===== src/rtl/alu_mul_seq.sv =====
// Iterative 64-bit shift-and-add multiplier (low 64 product bits) that borrows the
// shared combinational datapath ALU, retiring one multiplier bit per clock.
module alu_mul_seq (
  input  logic        CLK,
  input  logic        resetl,
  input  logic        start,
  input  logic [63:0] multiplicand,
  input  logic [63:0] multiplier,
  output logic        busy,
  output logic        done,
  output logic [63:0] product,
  output logic        zero,
  output logic [63:0] aluBusA,
  output logic [63:0] aluBusB,
  output logic [3:0]  aluCtrl,
  input  logic [63:0] aluBusW,
  input  logic        aluZero
);

  localparam logic [3:0] ALU_ADD   = 4'b0010;
  localparam logic [3:0] ALU_PASSB = 4'b0111;

  typedef enum logic [1:0] {
    IDLE = 2'd0,
    STEP = 2'd1,
    DONE = 2'd2
  } state_t;

  // Handshake: start is sampled only in IDLE; busy is high from the accepting
  // edge until the FSM returns to IDLE; done is a one-cycle pulse in DONE and
  // the product/zero pair is valid from then until the next accepted start.
  state_t      state;
  logic [63:0] acc;
  logic [63:0] mc;
  logic [63:0] mp;
  logic [63:0] mp_next;
  logic        zero_q;
  logic        busy_q;
  logic        done_q;

  assign mp_next = mp >> 1;

  always_ff @(posedge CLK) begin
    if (!resetl) begin
      state  <= IDLE;
      acc    <= 64'd0;
      mc     <= 64'd0;
      mp     <= 64'd0;
      zero_q <= 1'b1;
      busy_q <= 1'b0;
      done_q <= 1'b0;
    end else begin
      case (state)
        IDLE: begin
          if (start) begin
            acc    <= 64'd0;
            mc     <= multiplicand;
            mp     <= multiplier;
            busy_q <= 1'b1;
            state  <= STEP;
          end
        end
        STEP: begin
          acc    <= aluBusW;
          zero_q <= aluZero;
          mc     <= mc << 1;
          mp     <= mp_next;
          // Stop as soon as no set multiplier bits remain.
          if (mp_next == 64'd0) begin
            done_q <= 1'b1;
            state  <= DONE;
          end
        end
        DONE: begin
          done_q <= 1'b0;
          busy_q <= 1'b0;
          state  <= IDLE;
        end
        default: begin
          done_q <= 1'b0;
          busy_q <= 1'b0;
          state  <= IDLE;
        end
      endcase
    end
  end

  // ALU request: add the shifted multiplicand when the current bit is set,
  // otherwise pass the accumulator through unchanged.
  always_comb begin
    aluCtrl = ALU_PASSB;
    aluBusA = 64'd0;
    aluBusB = 64'd0;
    if (state == STEP) begin
      if (mp[0]) begin
        aluCtrl = ALU_ADD;
        aluBusA = acc;
        aluBusB = mc;
      end else begin
        aluCtrl = ALU_PASSB;
        aluBusA = 64'd0;
        aluBusB = acc;
      end
    end
  end

  assign busy    = busy_q;
  assign done    = done_q;
  assign product = acc;
  assign zero    = zero_q;

endmodule

===== config.mk =====
export PLATFORM = sky130hd
export DESIGN_NAME = alu_mul_seq
export DESIGN_NICKNAME = d
export VERILOG_FILES = /design/src/rtl/alu_mul_seq.sv
export SDC_FILE = /design/constraint.sdc
export NUM_CORES = 1
export LEC_CHECK = 0
export CAP_MARGIN = 20
export CELL_PAD_IN_SITES_DETAIL_PLACEMENT = 1
export CELL_PAD_IN_SITES_GLOBAL_PLACEMENT = 1
export CORE_ASPECT_RATIO = 2
export CORE_MARGIN = 2
export CORE_UTILIZATION = 28
export CTS_BUF_LIST = sky130_fd_sc_hd__clkbuf_8
export DETAILED_ROUTE_END_ITERATION = 6
export HOLD_SLACK_MARGIN = 0.15
export PLACE_DENSITY_LB_ADDON = 0.15
export SYNTH_ARGS = -nofsm -noshare
export SYNTH_HDL_FRONTEND = slang
export SYNTH_SLANG_ARGS = --single-unit

===== constraint.sdc =====
create_clock -name CLK -period 1.6 [get_ports CLK]
set_clock_uncertainty 0.05 [all_clocks]
set_input_delay 0.32 -clock CLK [delete_from_list [all_inputs] [get_ports CLK]]
set_output_delay 0.32 -clock CLK [all_outputs]
set_load 0.005 [all_outputs]

==> metrics <==
GRT overflow 0; CP cell instances buf_6, buf_12, buf_12, buf_8, mux2i_4, nor2_4, buf_2; Vias 12,000; Setup TNS -86.15 ns; DRT iter0 DRCs 574; global-route wire length before repair 69.6 mm; area leader, netlist dfxtp_1; simple-gate share of the synthesized area 25.8%; CP arrival roughly 1.9 ns; hold slack 0.349 ns; fin util 59.5%; Starting Density 28.3%; design area 0.0199 mm²; Worst path max stage delay 0.39 ns; Max-slew headroom 54.0%; Final Cycle Share 144%; CTS Sinks 197; VDD IR max 0.000486 V; number of global-route vias before repair between 10,000 and 15,000; max cap viols 0; post-route insts no fill 2,220; Clock Path Buffers 2; reg2reg end product[24]$_SDFFE_PN0P_; fraction of the mapped netlist area in compound gates 19.8%; leakage power 9.74 nW; area share of fa/ha/maj cells after synthesis 0%; Seq/Total Area, Yosys 41.7%; Final Wtd Congestion ~0.82; IO Pins around 400; Mapped Nets 1,317; Core Region 0.0334 mm²; total CTS buffers 17; Post-synth top flop dfxtp_1; top-count cell post-synth nand2_1; Max Clock Freq between 400 and 500 MHz; Clk Latency, worst-skew pair 0.52 ns; HP Class primary input to flop; Post-Route WL 59.3 mm; Pwr per Cell Area 698 mW/mm²; ANT nets after route 0; unique cell type count in the Yosys netlist 29; failing checks setup timing; synth cell count leaders nand2_1, dfxtp_1, nand3_1, o211a_1, buf_2; outcome finished, violations left; DR WL/cell between 20 and 30 µm; mux cell area share after synthesis about 6.8%; area of the multi-input gates 0.00666 mm²; die area 0.0353 mm²; fraction of registers with async set/reset 0%; total track usage around a quarter; Layout area overhead 110%; drt pass-1 iters 5; residual DRC count 0; Fin. Hold Viols 0; RSZ-0062 raised after global routing true; slowest cell on the critical path dfxtp_4; Syn Area/Cell roughly 8.4 µm²; share of cells above drive strength 1 just under 50%; Post-Syn Instances between 1,000 and 1,500; Area after DPL between 0.01 and 0.015 mm²; Mapped Area 0.00945 mm²; Root Buffer Master clkbuf_8; end of the critical path aluBusB[19]; largest family of logic cells by synthesized area simple AND/OR/NAND/NOR gates; dpl hpwl just over 30 mm; vias per inst about 5.4; Setup crit start kind flop; Final Max Slew Viols 0; Worst R2R Start state[0]$_SDFFE_PN0P_; Finish-stage setup viols 327; Die X 134 µm; H-tree lvl count 4; Synth Warn # 0; Cell Count Post-Placement 1,946; Synth area leaders dfxtp_1, o211a_1, nand2_1, mux2i_1, nand3_1; Crit path max-delay family buffers and inverters; Top cell by count, worst path buf_12; Synth top area share 41.7%; Worst Path Required roughly 1.2 ns; CP Class flop to output port; CTS tree yes; Levels on crit path 7; CP Max Fanout 7; # rows 95; Fill cells 3,514; CTS clock-pin slew for the worst setup and hold paths 0.11 ns; Reg2Reg Setup Slack -0.29 ns; Synth Area in XOR/XNOR 0%; Die Y about 260 µm; Worst Setup SP mp[0]$_SDFFE_PN0P_; Worst setup EP type output port; setup ws final -0.699 ns; Worst Reg-to-Reg Cells 9; largest net degree at the start of global routing 65; port bufs 392; number of synthesized register bits between 150 and 200; fin crit period 2.30 ns; Bufs and invs on worst path 5; Final nets 1,952; hold depth 2; worst slew pin tran 0.689 ns; Post-synth EDFFs 0; antenna violations before repair 18; register area 0.00413 mm²
==> routing by layer <==
metal  vias up  share of wire [%]  track usage (%)
met2       557                 53             48.5
met1      5898                 32             25.7
met4         2                9.1             16.0
met5         -              0.022                0
met3       218                5.9             5.62
li1       5292                  -                -
==> worst min-delay path by stage <==
| stage | start | end | slack, ns |
|---|---|---|---|
| final | aluBusW[8] | product[8]$_SDFFE_PN0P_ | 0.35 |
| after global placement | zero$_SDFFE_PN1P_ | zero$_SDFFE_PN1P_ | 0.40 |
| after floorplan | aluZero | zero$_SDFFE_PN1P_ | 0.39 |
| after detailed placement | zero$_SDFFE_PN1P_ | zero$_SDFFE_PN1P_ | 0.40 |
| after CTS | aluBusW[8] | product[8]$_SDFFE_PN0P_ | 0.31 |
| after global routing | aluBusW[8] | product[8]$_SDFFE_PN0P_ | 0.34 |
==> state kept, by name (all words and copies together) (netlist names) <==
| signal | cells |
|---|---|
| done | 1 |
| mc | 64 |
| state | 2 |
| product | 64 |
| zero | 1 |
| mp | 64 |
| busy | 1 |
==> cells in the final DEF (no fill, tap or decap), types with 32 or more instances in the layout <==
| master | n |
|---|---|
| buf_6 | 169 |
| dfxtp_4 | 36 |
| nand3_2 | 66 |
| dfxtp_2 | 38 |
| nor2_1 | 34 |
| buf_4 | 131 |
| dfxtp_1 | 123 |
| dlygate4sd2_1 | 32 |
| a22o_1 | 64 |
| and3_4 | 56 |
| buf_2 | 54 |
| nand2_4 | 58 |
| mux2i_1 | 36 |
| nand2_1 | 177 |
| nand3_1 | 59 |
| buf_12 | 57 |
| clkdlybuf4s50_1 | 194 |
| o211a_1 | 126 |
==> report_power, final <==
group / switching (mW) / leakage (nW) / internal [mW] / total [mW]
clock: 1.96 / 0.204 / 1.56 / 3.52
sequential: 0.446 / 1.67 / 5.25 / 5.70
combinational: 2.02 / 7.87 / 2.65 / 4.66
total: 4.43 / 9.74 / 9.45 / 13.9
==> what timing repair did <==
item | CTS | global route
setup endpoints to repair | 335 | 349
hold endpoints to repair | 2 | 0
pin swaps | 13 | 179
gates resized for setup | 698 | 691
buffers inserted | 116 | 84
gates cloned | 14 | 33
hold buffers | 1 | 0
==> final cells by class <==
type	instances	share of cell area [%]
sequential	197	20.8
clock buffer	21	1.45
clock inverter	11	0.623
timing repair buffer	731	40.7
antenna	15	0.189
tap	436	2.74
multi-input combinational	806	33.5
inverter	3	0.0567
==> logic make-up (layout without fill, tap and decap cells) <==
| group | after synthesis | in the layout |
|---|---|---|
| DFF | 197 | 197 |
| muxes | 64 | 64 |
| AOI/OAI and AO/OA | 197 | 197 |
| other | 2 | 17 |
| buffers and inverters | 118 | 766 |
| and+or+nand+nor | 543 | 543 |
==> through the flow <==
stage	setup slack, ns	total power [mW]
floorplan	0.0208	6.88
global placement	-0.377	8.50
detailed placement	-0.384	8.56
CTS	-0.856	12.6
global route	-0.760	14.4
finish	-0.699	13.9
==> worst reg2reg max path: cells and delay by family (launching register included) <==
family	cells	cell delay (ns)
buffers and inverters	6	0.85
flip-flops	1	0.36
AND/OR/NAND/NOR	2	0.31
AO/OA/AOI/OAI	1	0.24
Note: power is estimated with default switching activity, not from simulation.
